File: src/rtl/cacheline_adaptor.sv
// Bridges a single-cycle cache-line port to a 4-beat burst memory port.
// Reads assemble the line beat by beat; writes serialise the latched line, beat 0 first.
module cacheline_adaptor #(
    parameter int unsigned LINE_WIDTH  = 256,
    parameter int unsigned BEAT_WIDTH  = 64,
    parameter int unsigned OFFSET_BITS = 5
) (
    input  logic                  clk,
    input  logic                  rst,

    input  logic [31:0]           line_address_i,
    output logic [LINE_WIDTH-1:0] line_rdata_o,
    input  logic [LINE_WIDTH-1:0] line_wdata_i,
    input  logic                  line_read_i,
    input  logic                  line_write_i,
    output logic                  line_resp_o,

    output logic [31:0]           burst_address_o,
    input  logic [BEAT_WIDTH-1:0] burst_rdata_i,
    output logic [BEAT_WIDTH-1:0] burst_wdata_o,
    output logic                  burst_read_o,
    output logic                  burst_write_o,
    input  logic                  burst_resp_i
);

    localparam int unsigned BEATS = LINE_WIDTH / BEAT_WIDTH;
    localparam int unsigned CNT_W = $clog2(BEATS);

    typedef enum logic [1:0] {StIdle, StRead, StWrite, StDone} state_e;

    state_e                state_q;
    logic [CNT_W-1:0]      cnt_q;
    logic [LINE_WIDTH-1:0] buf_q;
    logic [31:0]           addr_q;
    logic                  burst_read_q;
    logic                  burst_write_q;
    logic                  resp_q;
    logic                  last_beat;
    logic                  unused_offset;

    assign last_beat     = (cnt_q == CNT_W'(BEATS - 1));
    assign unused_offset = ^line_address_i[OFFSET_BITS-1:0];

    always_ff @(posedge clk or posedge rst) begin
        if (rst) begin
            state_q       <= StIdle;
            cnt_q         <= '0;
            buf_q         <= '0;
            addr_q        <= '0;
            burst_read_q  <= 1'b0;
            burst_write_q <= 1'b0;
            resp_q        <= 1'b0;
        end else begin
            unique case (state_q)
                StIdle: begin
                    // Simultaneous read and write requests are ambiguous and dropped.
                    if (line_read_i ^ line_write_i) begin
                        addr_q <= {line_address_i[31:OFFSET_BITS], {OFFSET_BITS{1'b0}}};
                        cnt_q  <= '0;
                        if (line_write_i) begin
                            buf_q         <= line_wdata_i;
                            burst_write_q <= 1'b1;
                            state_q       <= StWrite;
                        end else begin
                            burst_read_q  <= 1'b1;
                            state_q       <= StRead;
                        end
                    end
                end
                StRead: begin
                    if (burst_resp_i) begin
                        buf_q[cnt_q*BEAT_WIDTH +: BEAT_WIDTH] <= burst_rdata_i;
                        cnt_q <= cnt_q + 1'b1;
                        if (last_beat) begin
                            burst_read_q <= 1'b0;
                            resp_q       <= 1'b1;
                            state_q      <= StDone;
                        end
                    end
                end
                StWrite: begin
                    if (burst_resp_i) begin
                        cnt_q <= cnt_q + 1'b1;
                        if (last_beat) begin
                            burst_write_q <= 1'b0;
                            resp_q        <= 1'b1;
                            state_q       <= StDone;
                        end
                    end
                end
                StDone: begin
                    resp_q  <= 1'b0;
                    state_q <= StIdle;
                end
                default: begin
                    burst_read_q  <= 1'b0;
                    burst_write_q <= 1'b0;
                    resp_q        <= 1'b0;
                    state_q       <= StIdle;
                end
            endcase
        end
    end

    // Counter rests at 0 outside a burst, so the write beat defaults to beat 0.
    assign burst_wdata_o   = buf_q[cnt_q*BEAT_WIDTH +: BEAT_WIDTH];
    assign burst_address_o = addr_q;
    assign burst_read_o    = burst_read_q;
    assign burst_write_o   = burst_write_q;
    assign line_resp_o     = resp_q;
    assign line_rdata_o    = buf_q;

endmodule

File: config.mk
export PLATFORM = sky130hd
export DESIGN_NAME = cacheline_adaptor
export DESIGN_NICKNAME = d
export VERILOG_FILES = /design/src/rtl/cacheline_adaptor.sv
export SDC_FILE = /design/constraint.sdc
export NUM_CORES = 1
export LEC_CHECK = 0
export CAP_MARGIN = 20
export CORE_AREA = 2 2 277 279
export CTS_CLUSTER_DIAMETER = 120
export DETAILED_ROUTE_END_ITERATION = 7
export DIE_AREA = 0 0 279 281
export HOLD_SLACK_MARGIN = 0.15
export PLACE_DENSITY = 0.56
export SKIP_CTS_REPAIR_TIMING = 1
export SLEW_MARGIN = 30
export SYNTH_ARGS = -nofsm -noshare
export SYNTH_HDL_FRONTEND = slang
export SYNTH_SLANG_ARGS = --single-unit
export TNS_END_PERCENT = 30
File: constraint.sdc
create_clock -name clk -period 27 [get_ports clk]
set_clock_uncertainty 0.2 [all_clocks]
set_input_delay 4.05 -clock clk [delete_from_list [all_inputs] [get_ports clk]]
set_output_delay 4.05 -clock clk [all_outputs]
set_load 0.01 [all_outputs]
**Word-level counts from Yosys, hierarchy flattened**

Cells that the tools add are included.

- Register bits after elaboration: 290
- Bits of input ports: 357

- Add/sub/neg operators: 2
- Eq/ne operators: 13
- Shift operators: 3
- Multiplexer cells: 24
- Bitwise logic cells: 1
- Reductions and logical operators: 13

Operator list:

| operator | count |
|---|---|
| $mux W256 | 3 |
| $pmux W256 S2 | 1 |
| $bwmux W256 | 1 |
| $shift A64 B34 Y256 const A | 1 |
| $shiftx A256 B9 Y64 | 1 |
| $shiftx A64 B34 Y256 | 1 |
| $neg A8 Y34 | 1 |
| $ne A2 B2 Y1 const B | 7 |
| $mux W2 | 6 |
| $reduce_and A5 Y1 | 2 |
| $reduce_and A3 Y1 | 3 |
| $mux W1 | 8 |
| $reduce_bool A2 Y1 | 4 |
| $eq A2 B2 Y1 const B | 3 |
| $pmux W1 S2 | 3 |
| $pmux W2 S3 | 1 |
| $ne A2 B1 Y1 const B | 2 |
| $pmux W2 S2 | 1 |
| $reduce_and A4 Y1 | 1 |
| $add A2 B1 Y2 const B | 1 |
| $eq A2 B1 Y1 const B | 1 |
| $logic_not A2 Y1 | 1 |
| $reduce_and A2 Y1 | 1 |
| $reduce_or A2 Y1 | 1 |
| $xor A1 B1 Y1 | 1 |

**Longest topological paths before layout**

- Depth after elaboration: 5
- Depth in mapped cells: 10
- Mapped depth without buffers: 5

**Worst setup path before layout**

OpenSTA, ideal clock, no wires.

- Kind: register to output
- Start point: register cnt_q[0]
- End point: output port burst_wdata_o[10]
- Data arrival time: 1.626 ns
- Slack: 21.124 ns
- Cell stages (with the launch flop): 5
- Buffers on the path: 3
- Cells stage by stage: dfrtp_1 > clkbuf_1 > buf_1 > buf_1 > mux4_2

- Cells in the longest elaborated chain, start to end: 1

RTL lines:

| element | line | source |
|---|---|---|
| start: declaration | 32 | `logic [CNT_W-1:0] cnt_q;` |
| start signal: assignment | 73 | `cnt_q <= cnt_q + 1'b1;` |
| start signal: assignment | 83 | `cnt_q <= cnt_q + 1'b1;` |
| $shiftx A256 B9 Y64 | 106 | `assign burst_wdata_o = buf_q[cnt_q*BEAT_WIDTH +: BEAT_WIDTH];` |
| end: declaration | 20 | `output logic [BEAT_WIDTH-1:0] burst_wdata_o,` |

No other way between the ends.

**Worst setup path in the final report**

- Start point: register cnt_q[0]
- End point: output port burst_wdata_o[49]

The elaborated chain is that of the path after synthesis.

==> flow_metrics.py <==
metrics = {
    "status": {
        "outcome": "finished, final reports clean",
    },
    "cells_and_area": {
        "fin_area_sq_um": 25600,
        "fin_cells": 2932,
        "multiInputGateArea_sq_um": 8220,
        "fillers": 7471,
        "register_area_sq_um": 7260,
        "layout-drive-gt1-share_pct": 22.0,
        "area_growth_pct": 55.7,
        "nets": 2294,
    },
    "placed_design": {
        "place_inst": 2865,
        "place_congestion": 0.860,
        "dpl_worst_slack_ns": 19.65,
        "dpl_cell_area_sq_um": 24400,
        "io_buffer_count": 701,
        "dp_hpwl_um": 52500,
    },
    "sta": {
        "drv_slew": 0,
        "setup_viol": 0,
        "max_slew.worst_pin.slew_ns": 0.938,
        "slew_headroom_pct": 37.5,
        "tns_ns": 0,
        "rsz0062_at_grt": "false",
        "finalCritPeriodShare_pct": 28.4,
        "final_hold_viol_count": 0,
        "min_period_ns": 7.68,
        "fmax_ghz": 0.130,
        "setup_ws_ns": 19.32,
    },
    "cts": {
        "cts.reportedPaths.clkPinSlew_ns": 0.06,
        "cts_tree": "done",
        "numCtsBuffers": 38,
        "clk_path_buf_depth": 3,
        "htree_levels": 2,
        "clk_latency_ns": 0.54,
        "cts_root_buf": "clkbuf_16",
        "cts_sinks": 290,
    },
    "power_and_ir_drop": {
        "power_density_nw_per_um2": 136,
        "finalPower_w": 0.00347,
        "power_leakage_nw": 10.1,
        "ir_drop_mv": 0.0865,
    },
    "drt": {
        "drt_pass1_iterations": 7,
        "viasPerCell": 5.00,
        "drtIter0Drc": 725,
        "wire_per_inst_um": 26.1,
        "wl_um": 76600,
        "drc": 0,
        "postRouteAntennaNets": 0,
        "vias": 14700,
    },
    "synthesis": {
        "synth_common_cells": "290 x dfrtp_1, 262 x mux2_2, 128 x a32o_1",
        "yosysMostFrequentCell": "dfrtp_1",
        "synth_ff_type": "dfrtp_1",
        "yosys.area.top_type": "dfrtp_1",
        "synth_top_cells_by_area": "dfrtp_1 44%, mux2_2 18%, mux4_2 8.8%",
        "yosysWarningCount": 0,
        "async_flop_share_pct": 100,
        "syn-cell-area_sq_um": 16500,
        "syn_inst": 1299,
        "synth-seq-cells": 290,
        "yosysUniqueCellTypes": 43,
        "synth_edf_count": 0,
        "synth_top_cell_area_share_pct": 44.1,
        "syn_avg_cell_area_sq_um": 12.7,
        "synth_seq_area_share_pct": 44.1,
    },
    "global_routing": {
        "grt_antenna_before_repair": 6,
        "grt_max_degree": 93,
        "grt_pass1_vias": 16100,
        "grt.total_usage_pct": 18.8,
        "grt_pass1_wl_um": 110000,
        "overflow": 0,
    },
    "floorplan": {
        "num_rows": 101,
        "die-height_um": 281,
        "initial_core_util_pct": 21.8,
        "die-area_sq_um": 78400,
        "dieWidth_um": 279,
        "num_io_pins": 712,
        "design.core.area_sq_um": 75400,
    },
    "worst_setup_path": {
        "critPathKind": "reg -> out",
        "start_kind": "flip-flop",
        "worstPathArrival_ns": 3.43,
        "end_kind": "output pin",
        "required_ns": 22.75,
        "critPathMaxFanout": 43,
    },
    "hold_path": {
        "hp-class": "reg -> reg",
    },
    "run": {
        "cap_violations": 0,
    },
}
registers in the layout, summed over array words and instances (netlist names):
signal           count
line_rdata_o       256
burst_address_o     27
cnt_q                2
state_q              2
burst_read_o         1
burst_write_o        1
line_resp_o          1
worst paths after layout:
check	cells after the start	start	endpoint	slack, ns
min	1	burst_address_o[20]	burst_address_o[20]	0.30
min reg2reg	1	burst_address_o[20]	burst_address_o[20]	0.30
max	3	cnt_q[0]	burst_wdata_o[49]	19.32
max in group asynchronous	4	rst	line_rdata_o[125]	20.77
max reg2reg	8	cnt_q[0]	line_rdata_o[109]	21.93
min in group asynchronous	2	rst	burst_address_o[7]	3.81
power breakdown:
group	internal [W]	switching (W)	leakage (nW)	total [W]
Sequential	0.000662	0.000218	3.52	0.000880
Clock	0.000303	0.000201	0.607	0.000504
Combinational	0.00113	0.000959	5.96	0.00209
Total	0.00210	0.00138	10.1	0.00347
cell families (layout without fill, tap and decap cells):
| family | count (synthesis) | after routing | share of synthesized area, % |
|---|---|---|---|
| flip-flops | 290 | 290 | 44.1 |
| multiplexers | 349 | 349 | 28.3 |
| other | 1 | 6 | 0.0228 |
| AO/OA/AOI/OAI | 282 | 282 | 16.0 |
| AND/OR/NAND/NOR | 115 | 115 | 4.32 |
| buffers and inverters | 251 | 901 | 6.49 |
| adder cells (fa/ha/maj) | 9 | 9 | 0.684 |
| XOR/XNOR | 2 | 2 | 0.106 |
critical path: stages (launching register included):
cell and delay, ns:
dfrtp_4 0.85, buf_4 0.80, mux4_2 0.60, clkdlybuf4s50_1 0.53
layer usage:
metal	global-route usage, %	part of all wire (%)	vias to the layer above
li1	-	-	6267
met1	22.2	39	7549
met2	32.8	50	699
met3	5.04	7.5	148
met4	7.03	3.5	4
met5	0	0.029	-
layout by cell type, fill, tap and decap left out, drive strengths merged, types with 2 or more instances in the layout:
cell type / Yosys / layout
nand2: 3 / 3
o41ai: 34 / 34
nor2: 3 / 3
o32ai: 64 / 64
o2bb2ai: 30 / 30
nand2b: 101 / 101
dfrtp: 290 / 290
a211oi: 6 / 6
clkbuf: 88 / 58
a32o: 128 / 128
mux2: 283 / 283
mux4: 64 / 64
a21boi: 4 / 4
o221ai: 2 / 2
buf: 55 / 27
mux2i: 2 / 2
clkinv: 1 / 5
clkdlybuf4s50: 0 / 701
ha: 9 / 9
a21oi: 4 / 4
inv: 107 / 109
a31oi: 2 / 2
o21ai: 3 / 3
conb: 1 / 5
final cells by class:
| class | count | share of cell area (%) |
|---|---|---|
| well taps | 978 | 4.78 |
| diodes | 1 | 0.00977 |
| clock buffers | 58 | 4.52 |
| flip-flops and latches | 290 | 28.4 |
| inverters | 108 | 1.63 |
| clock inverters | 7 | 0.249 |
| multi-input cells | 762 | 32.1 |
| repair buffers | 728 | 28.4 |
per-stage QoR:
stage / utilization [%] / hold slack, ns
detailed placement: 32.3 / 0.294
finish: 34.0 / 0.303
CTS: 33.9 / 0.306
global placement: 32.2 / 0.288
floorplan: - / 0.344
global route: 34.0 / 0.319
Power figures use the tool's default switching activity.
